### src/rtl/alu_writeback.sv
// rtl/alu_writeback.sv - ALU result writeback: accumulator, flags and output result FIFO
module alu_writeback #(
    parameter int WIDTH = 8,
    parameter int DEPTH = 2
) (
    input  logic             clk,
    input  logic             rst,
    input  logic             in_valid,
    output logic             in_ready,
    input  logic [WIDTH-1:0] in_q,
    input  logic             in_cout,
    input  logic             wr_acc,
    input  logic             wr_carry,
    input  logic             wr_out,
    output logic [WIDTH-1:0] acc,
    output logic             carry,
    output logic             zero,
    output logic             out_valid,
    input  logic             out_ready,
    output logic [WIDTH-1:0] out_q,
    output logic             out_cout
);
    localparam int PW = (DEPTH > 1) ? $clog2(DEPTH) : 1;
    localparam int CW = $clog2(DEPTH + 1);

    logic [WIDTH-1:0] r_mem_q [DEPTH];
    logic             r_mem_c [DEPTH];
    logic [PW-1:0]    r_wptr;
    logic [PW-1:0]    r_rptr;
    logic [CW-1:0]    r_count;
    logic [WIDTH-1:0] r_acc;
    logic             r_carry;
    logic             r_zero;
    // Last popped head, shown while empty so out_q/out_cout stay stable.
    logic [WIDTH-1:0] r_hold_q;
    logic             r_hold_c;

    logic w_accept;
    logic w_push;
    logic w_pop;
    logic w_out_valid;

    assign in_ready    = (r_count != CW'(DEPTH));
    assign w_out_valid = (r_count != CW'(0));
    assign w_accept    = in_valid & in_ready;
    assign w_push      = w_accept & wr_out;
    assign w_pop       = w_out_valid & out_ready;

    assign acc       = r_acc;
    assign carry     = r_carry;
    assign zero      = r_zero;
    assign out_valid = w_out_valid;
    assign out_q     = w_out_valid ? r_mem_q[r_rptr] : r_hold_q;
    assign out_cout  = w_out_valid ? r_mem_c[r_rptr] : r_hold_c;

    always_ff @(posedge clk) begin
        if (rst) begin
            r_acc    <= '0;
            r_carry  <= 1'b0;
            r_zero   <= 1'b1;
            r_wptr   <= '0;
            r_rptr   <= '0;
            r_count  <= '0;
            r_hold_q <= '0;
            r_hold_c <= 1'b0;
        end else begin
            if (w_accept && wr_acc) begin
                r_acc  <= in_q;
                r_zero <= (in_q == '0);
            end
            if (w_accept && wr_carry) begin
                r_carry <= in_cout;
            end
            if (w_push) begin
                r_wptr <= r_wptr + PW'(1);
            end
            if (w_pop) begin
                r_rptr   <= r_rptr + PW'(1);
                r_hold_q <= r_mem_q[r_rptr];
                r_hold_c <= r_mem_c[r_rptr];
            end
            r_count <= r_count + CW'(w_push) - CW'(w_pop);
        end
    end

    // Storage needs no reset: it is never observed until written.
    always_ff @(posedge clk) begin
        if (!rst && w_push) begin
            r_mem_q[r_wptr] <= in_q;
            r_mem_c[r_wptr] <= in_cout;
        end
    end
endmodule

### config.mk
export PLATFORM = sky130hd
export DESIGN_NAME = alu_writeback
export DESIGN_NICKNAME = d
export VERILOG_FILES = /design/src/rtl/alu_writeback.sv
export SDC_FILE = /design/constraint.sdc
export NUM_CORES = 1
export LEC_CHECK = 0
export CAP_MARGIN = 40
export CORE_ASPECT_RATIO = 1.4
export CORE_MARGIN = 5
export CORE_UTILIZATION = 40
export CTS_CLUSTER_DIAMETER = 150
export CTS_CLUSTER_SIZE = 14
export DETAILED_ROUTE_END_ITERATION = 10
export PLACE_DENSITY = 0.68
export SLEW_MARGIN = 0
export SYNTH_ARGS = -nofsm -noshare
export SYNTH_HDL_FRONTEND = slang
export SYNTH_SLANG_ARGS = --single-unit
### constraint.sdc
create_clock -name clk -period 1.85 [get_ports clk]
set_input_delay 0.2775 -clock clk [delete_from_list [all_inputs] [get_ports clk]]
set_output_delay 0.2775 -clock clk [all_outputs]
set_load 0.01 [all_outputs]
==> out/metrics.cfg, run 1 <==
[run_status]
status=finished, final reports clean

[cells_and_area]
final_nets=214
drive_gt1_share_pct=11.11
diodes=0
n_fill_cell=353
area_growth_pct=31.65
final_cells=243
mostFrequentLayoutCells=26 x clkdlybuf4s50_1, 22 x dfxtp_1, 21 x nor2_1
layout_commonest_cell=clkdlybuf4s50_1

[critical_path]
critPathLaunchType=register
path_class=register to output pin
worstPathArrival_ns=1.50
ff2ff_path_depth=9
worstPathCellList=or2_1, buf_12, a21oi_1, dlygate4sd2_1
slowest_delay_ns=0.35
r2r-end=r_count[1]
worstPathRequired_ns=1.57
path_buf_inv=2
reg2reg_slack_ns=0.14
path_delay_family=buffers and inverters
crit_path_max_fanout=19
rr_startpoint=r_count[0]
crit_path_end_kind=output pin
crit_slowest_cell=dfxtp_2

[floorplan]
core-area_mm2=0.004169
initial_core_util_pct=40.97
fp-row-count=28
fp.dieH_um=87.32
die_area_mm2=0.005695
die_x_um=65.23
ios=37

[clocking]
clockBufferDepth=2
cts_buffers=5
insertion_delay_ns=0.29
h-tree-depth=2
cts_resized=10
cts-hold-fix-buffers=0
cts_setup_buffers=0
cts_sinks=42
clockRootBuffer=clkbuf_8
cts_tree=yes
path_clk_slew_ns=0.08

[routing]
routed_wl_mm=3.673
dr.pass1.iters=4
route.detailed.drc=0
drtIter0Drc=16
wl_per_cell_um=15.12
drt.antenna.violating_nets=0
routed_via_density=5.387
vias=1309

[power_and_ir_drop]
p_clk_share_pct=23.9
peakVddDrop_uv=914.4
powerDensity_mw_per_mm2=1549
p_leak_nw=0.8143
swShare_pct=32.56
power_frac_comb_pct=41.0
seqPwrFrac_pct=35.1
p_sw_mw=1.134
intPower_mw=2.349

[yosys]
synth-main-ff-cell=dfxtp_1
synthArstFlopShare_pct=0
synth_nets=173
ys_ff_latch=42
synth_cells=156
synth.avg_cell_area_um2=10.95
ys_types=28
ys_seq_area_share_pct=59.78
yosys_warnings=0
synth-edff-count=18
synth_area_mm2=0.001708

[placement]
placedCellCount=235
hpwl_mm=2.780
io_buffers=36
pre_cts_ws_ns=-0.03196
gp_congestion=0.7619

[timing]
final.period_utilization_pct=96.13
rsz0062_at_grt=no
skew_ns=0.009663
worst_slack_ns=0.07163
setup_viol=0
hold_viol=0
drv_slew=0
fin_hold_ws_ns=0.4874
relSlewSlack_pct=76.49
timing.fmax_mhz=562.3
period_needed_ns=1.778
tightest_slew_ns=0.3494

[global_route]
antenna_found_initial=0
grt_usage_pct=13.93
grt_overflow=0
grt_pass1_wl_mm=6.085
grt_start_max_net_pins=24
grt_pass1_vias=1370

[worst_hold_path]
worstHoldStart=carry
hold_path_end=carry
min_path_type=register to register
holdPathStages=2

[flow_run]
drv_cap=0

-- sequential cells by signal (all words and copies together) (netlist names), named ones only --
| register | flops |
|---|---|
| r_hold_c | 1 |
| r_rptr | 1 |
| acc | 8 |
| r_wptr | 1 |
| zero | 1 |
| carry | 1 |
| r_count | 2 |
| r_mem_q | 16 |
| r_hold_q | 8 |
| r_mem_c | 2 |
-- worst max path at each step --
stage	from	end	slack (ns)	cells after the start
6_report	r_count[1]	out_q[5]	0.07	4
5_1_grt	r_count[1]	out_q[5]	0.001	5
4_1_cts	r_count[1]	out_valid	0.003	3
3_5_place_dp	wr_out	r_count[1]	-0.03	7
3_3_place_gp	wr_out	r_count[1]	0.01	7
2_1_floorplan	r_count[1]	r_mem_c[1]	0.06	4
-- cells by family after synthesis --
logic type / synth area share, %
flops: 59.78
xor+xnor: 1.539
compound gates: 14.65
fa+ha+maj: 0.7325
mux: 5.275
buf+inv: 5.348
simple gates: 12.67
-- stage by stage --
step	util [%]	setup TNS (ns)	cell area (µm²)	power (mW)
floorplan	-	0	1708	2.152
global placement	50.87	0	2121	2.762
detailed placement	50.87	-0.04061	2121	2.819
CTS	53.81	0	2243	3.519
global route	53.93	0	2248	3.707
finish	53.93	0	2248	3.483
-- synthesized netlist by cell type, types with 2 or more instances --
library cell | count | share of area [%]
a211oi_1 | 9 | 4.0
a21oi_1 | 19 | 5.6
buf_2 | 4 | 1.2
buf_6 | 5 | 3.3
clkbuf_1 | 2 | 0.44
dfxtp_1 | 24 | 28
edfxtp_1 | 18 | 32
mux2i_1 | 9 | 5.3
nand2_1 | 3 | 0.66
nand3_1 | 10 | 2.9
nand4_1 | 2 | 0.73
nor2_1 | 21 | 4.6
nor4_1 | 2 | 0.73
o21ai_0 | 12 | 3.5
xnor2_1 | 3 | 1.5
-- power by group through the flow --
stage          combinational, mW  sequential, mW  clock (mW)
2_1_floorplan              0.943            1.21           0
3_3_place_gp                1.53            1.23           0
3_5_place_dp                1.58            1.24           0
4_1_cts                     1.45            1.22       0.849
5_1_grt                     1.58            1.24       0.892
6_report                    1.43            1.22       0.831
-- area by class of cell --
class                   instances  area (µm²)  area share [%]
inverters                       2       7.507          0.3339
repair buffers                 45       432.9           19.25
multi-input cells             101       595.6           26.49
clock inverters                 3       63.81           2.838
flip-flops and latches         42        1023           45.52
well taps                      45       56.30           2.504
clock buffers                   5       68.82           3.061
-- worst reg2reg max path, cell delays in order (launching register included) --
cell and delay [ns]:
dfxtp_1 0.34, buf_4 0.14, nor2b_4 0.04, inv_2 0.08, nand3_1 0.14, xnor2_1 0.18, ha_1 0.21, xnor2_1 0.21
o2111ai_1 0.13, a21bo_2 0.20
-- per-layer routing --
metal  GRT usage [%]  wire, µm
met1           12.97      1374
met2           25.71      1992
met3           4.651       160
met4           8.302       145
met5               0         0
Power figures use the tool's default switching activity.
==> run 2: changes to the inputs <==
Settings changed: PLACE_DENSITY 0.68 to 0.66, SLEW_MARGIN 0 to not set.
==> out/metrics.cfg, run 2 (synthesis gave the netlist of run 1 again) <==
[routing]
route.detailed.drc=0  ; unchanged
drtIter0Drc=45  ; +29
dr.pass1.iters=4  ; unchanged
drt.antenna.violating_nets=0  ; unchanged
wl_per_cell_um=14.60  ; -3.4%
routed_wl_mm=3.592  ; -2.2%
routed_via_density=5.350  ; -0.69%
vias=1316  ; +0.53%

[global_route]
grt_start_max_net_pins=22  ; -8.3%
grt_overflow=0  ; unchanged
grt_pass1_vias=1308  ; -4.5%
grt_usage_pct=13.38  ; -0.55 points
antenna_found_initial=0  ; unchanged
grt_pass1_wl_mm=5.940  ; -2.4%

[floorplan]
die_x_um=65.23  ; unchanged
fp.dieH_um=87.32  ; unchanged
fp-row-count=28  ; unchanged
ios=37  ; unchanged
core-area_mm2=0.004169  ; unchanged
die_area_mm2=0.005695  ; unchanged
initial_core_util_pct=40.97  ; unchanged

[critical_path]
slowest_delay_ns=0.34  ; about the same
ff2ff_path_depth=9  ; unchanged
path_buf_inv=2  ; unchanged
crit_path_end_kind=output pin
worstPathCellList=buf_4, mux2i_2, a21oi_1, dlygate4sd2_1
crit_path_max_fanout=5  ; -14
worstPathArrival_ns=1.44  ; -0.06 ns
critPathLaunchType=register
crit_slowest_cell=dfxtp_1
path_delay_family=buffers and inverters
path_class=register to output pin
worstPathRequired_ns=1.57  ; about the same
cp.depth=4  ; unchanged

[cells_and_area]
regMostFlops=r_mem_q
layout_commonest_cell=clkdlybuf4s50_1
mostFrequentLayoutCells=26 x clkdlybuf4s50_1, 24 x dfxtp_1, 21 x nor2_1
diodes=0  ; unchanged
area_growth_pct=31.94
seq_area_mm2=0.001021  ; -0.24%
largest_reg_flops=16  ; unchanged
multi_input_area_um2=618.1  ; +3.8%
design_area_mm2=0.002253  ; +0.22%
drive_gt1_share_pct=14.93  ; +3.8 points
n_fill_cell=364  ; +3.1%
final_nets=217  ; +1.4%

[timing]
setup_viol=0  ; unchanged
timing.fmax_mhz=580.9  ; +3.3%
period_needed_ns=1.721  ; -0.05691 ns
final.setup.tns_ns=0  ; unchanged
hold_viol=0  ; unchanged
tightest_slew_ns=0.3235  ; -0.02590 ns
skew_ns=0.008357  ; -0.001305 ns
drv_slew=0  ; unchanged
rsz0062_at_grt=no
final.period_utilization_pct=93.05  ; -3.1 points
relSlewSlack_pct=78.23  ; +1.7 points

[clocking]
cts_buffers=5  ; unchanged
clockBufferDepth=2  ; unchanged
path_clk_slew_ns=0.08  ; about the same
cts-hold-fix-buffers=0  ; unchanged
h-tree-depth=2  ; unchanged
cts_tree=yes
cts_sinks=42  ; unchanged
insertion_delay_ns=0.28  ; about the same
clockRootBuffer=clkbuf_8

[power_and_ir_drop]
powerDensity_mw_per_mm2=1481  ; -4.4%
peakVddDrop_uv=964.6  ; +5.5%
p_leak_nw=0.8156  ; +0.16%

[worst_hold_path]
min_path_type=register to register
holdPathStages=2  ; unchanged

[placement]
gp_congestion=0.8347  ; +9.6%
hpwl_mm=2.741  ; -1.4%
io_buffers=36  ; unchanged
postPlaceCellArea_mm2=0.002131  ; +0.47%

[run_status]
status=finished, final reports clean

[flow_run]
drv_cap=0  ; unchanged

-- run 2: changes by cell type in the layout (fill, tap and decap cells not counted), sizes merged --
| cell | before | now |
|---|---|---|
| clkinv | 1 | 2 |
| dlygate4sd2 | 8 | 9 |
| buf | 9 | 12 |
| clkdlybuf4s15 | 1 | 0 |
| bufinv | 2 | 1 |
-- run 2: per-layer routing --
metal	global-route usage [%]	vias up	part of all wire, %	routed length (µm)
li1	-	649	-	-
met1	14.66	620	41	1474
met2	24.15	41	52	1885
met3	4.393	6	5.0	179
met4	4.151	0	1.5	53
met5	0	-	0	0
-- run 2: layout make-up --
type,count,share of cell area [%]
multi-input combinational,101,27.43
inverter,2,0.3331
clock inverter,3,1.777
timing repair buffer,48,19.60
clock buffer,5,3.054
tap,45,2.499
sequential,42,45.31
-- run 2: path summary, 6_finish.rpt --
check        startpoint         end  slack, ns
max            register    out_q[0]       0.13
min              acc[3]      acc[3]       0.49
max reg2reg  r_count[1]  r_count[1]       0.14
min reg2reg      acc[3]      acc[3]       0.49
-- run 2: tightest hold or removal path: cells and delay by family, from the launching register on --
family | cells | cell delay [ns]
flip-flops | 1 | 0.31
AO/OA/AOI/OAI | 2 | 0.13
-- run 2: timing repair --
action / CTS / global route
cloned: 0 / 0
endpoints found under the setup margin: 10 / 2
gates resized for setup: 15 / 2
hold endpoints to repair: 0 / 0
pin swaps: 0 / 0
buffers inserted: 0 / 0
-- run 2: per-stage QoR --
step                      power, mW  std cells  setup WS [ns]  utilization [%]  hold slack, ns
after floorplan               2.152        156        0.06289                -          0.3764
after global placement        2.719        238        0.04535            51.11          0.4647
after detailed placement      2.776        238       -0.02618            51.11          0.4765
after CTS                     3.376        246        0.02808            53.87          0.4892
after global routing          3.559        246        0.02024            54.05          0.5006
final                         3.337        246         0.1285            54.05          0.4870
-- run 2: where the power goes --
part | total (mW) | internal (mW) | switching (mW)
logic | 1.46 | 0.694 | 0.765
clock network | 0.697 | 0.397 | 0.300
registers | 1.18 | 1.11 | 0.0673
total | 3.34 | 2.21 | 1.13
==> run 3: changes to the inputs <==
Settings changed: RECOVER_POWER set to 100.
==> out/metrics.cfg, run 3 (synthesis gave the netlist of run 1 again) <==
[cells_and_area]
final_cells=246  ; unchanged
layout_commonest_cell=dfxtp_1
largest_reg_flops=16  ; unchanged
diodes=0  ; unchanged
n_fill_cell=377  ; +3.6%
drive_gt1_share_pct=11.94  ; -3.0 points
mostFrequentLayoutCells=24 x dfxtp_1, 21 x nor2_1, 20 x dlygate4sd3_1
final_nets=217  ; unchanged
area_growth_pct=30.04
regMostFlops=r_mem_q

[placement]
gp_congestion=0.8347  ; unchanged
hpwl_mm=2.741  ; unchanged
pre_cts_ws_ns=-0.02618  ; unchanged
io_buffers=36  ; unchanged
placedCellCount=238  ; unchanged

[timing]
final.period_utilization_pct=94.57  ; +1.5 points
relSlewSlack_pct=69.40  ; -8.8 points
setup_viol=0  ; unchanged
worst_slack_ns=0.1004  ; -0.02814 ns
rsz0062_at_grt=no
tightest_slew_ns=0.4587  ; +0.1352 ns
timing.fmax_mhz=571.6  ; -1.6%
period_needed_ns=1.750  ; +0.02814 ns
skew_ns=0.007349  ; -0.001008 ns
drv_slew=0  ; unchanged
hold_viol=0  ; unchanged

[floorplan]
fp.dieH_um=87.32  ; unchanged
die_area_mm2=0.005695  ; unchanged
fp-row-count=28  ; unchanged
die_x_um=65.23  ; unchanged
initial_core_util_pct=40.97  ; unchanged
ios=37  ; unchanged
core-area_mm2=0.004169  ; unchanged

[clocking]
cts_setup_buffers=0  ; unchanged
path_clk_slew_ns=0.08  ; about the same
h-tree-depth=2  ; unchanged
insertion_delay_ns=0.28  ; about the same
clockRootBuffer=clkbuf_8
clockBufferDepth=2  ; unchanged
cts_tree=yes
cts_sinks=42  ; unchanged
cts_buffers=5  ; unchanged

[routing]
drtIter0Drc=61  ; +36%
routed_via_density=5.386  ; +0.68%
route.detailed.drc=0  ; unchanged
routed_wl_mm=3.581  ; -0.31%
vias=1325  ; +0.68%
dr.pass1.iters=4  ; unchanged
wl_per_cell_um=14.56  ; -0.31%
drt.antenna.violating_nets=0  ; unchanged

[worst_hold_path]
min_path_type=register to register

[critical_path]
critPathLaunchType=register
path_class=register to output pin
crit_path_end_kind=output pin
worstPathRequired_ns=1.57  ; about the same
worstPathArrival_ns=1.47  ; +0.03 ns
crit_path_max_fanout=5  ; unchanged

[power_and_ir_drop]
p_clk_share_pct=21.1  ; +0.2 points
peakVddDrop_uv=965.1  ; about the same
power_frac_comb_pct=42.9  ; -0.8 points
intPower_mw=2.156  ; -2.2%
swShare_pct=34.25  ; +0.33 points
total_power_mw=3.279  ; -1.7%
p_leak_nw=0.8241  ; +1.0%
p_sw_mw=1.123  ; -0.78%
seqPwrFrac_pct=36.0  ; +0.6 points
powerDensity_mw_per_mm2=1476  ; -0.30%

[global_route]
grt_pass1_vias=1308  ; unchanged
grt_pass1_wl_mm=5.940  ; unchanged
grt_overflow=0  ; unchanged
grt_start_max_net_pins=22  ; unchanged
antenna_found_initial=0  ; unchanged
grt_usage_pct=13.38  ; unchanged

[flow_run]
drv_cap=0  ; unchanged

[run_status]
status=finished, final reports clean

[run 3: cell count changes in the layout (fill, tap and decap cells not counted), moves of 3 or more]
cell	before	now
clkdlybuf4s50_1	26	6
clkbuf_1	0	3
dlygate4sd3_1	0	20
mux2i_1	5	8
buf_4	12	6
clkbuf_2	0	3
mux2i_2	4	1
[run 3: per-stage QoR]
stage	setup TNS (ns)	utilization, %	hold slack, ns	cell area (µm²)
floorplan	0	-	0.3764	1708
global placement	0	51.11	0.4647	2131
detailed placement	-0.02748	51.11	0.4765	2131
CTS	0	53.87	0.4892	2246
global route	0	53.27	0.4980	2221
finish	0	53.27	0.4830	2221
[run 3: path summary, 6_finish.rpt]
kind / from / end / slack [ns] / cells after the start
max reg2reg: r_count[1] / r_count[1] / 0.13 / 9
min reg2reg: acc[3] / acc[3] / 0.48 / 2
min: acc[3] / acc[3] / 0.48 / 2
max: register / out_q[0] / 0.10 / 4
[run 3: worst max-delay path, stage by stage, from the launching register on]
cell	delay, ns
dfxtp_1	0.34
buf_4	0.16
mux2i_1	0.29
a21oi_1	0.10
dlygate4sd2_1	0.29
[run 3: area by class of cell]
class,count,area [µm²],share of cell area (%)
sequential,42,1021,45.97
multi-input combinational,101,606.8,27.32
timing repair buffer,48,420.4,18.93
clock buffer,5,68.82,3.099
tap,45,56.30,2.535
clock inverter,3,40.04,1.803
inverter,2,7.507,0.3380
[run 3: what timing repair did]
action                     4_1_cts  5_1_grt
pin swaps                        0        0
setup endpoints to repair       10        2
gates resized for setup         15        2
hold buffers                     0        0
[run 3: per-layer routing]
metal	wire length [µm]	share of wire [%]	global-route usage, %
met4	53	1.5	4.151
met2	1859	52	24.15
met1	1493	42	14.66
met5	0	0	0
met3	175	4.9	4.393
[run 3: power groups by stage]
stage,registers (mW),clock network [mW],logic (mW)
2_1_floorplan,1.21,0,0.943
3_3_place_gp,1.19,0,1.53
3_5_place_dp,1.20,0,1.58
4_1_cts,1.18,0.719,1.47
5_1_grt,1.20,0.759,1.55
6_report,1.18,0.694,1.41
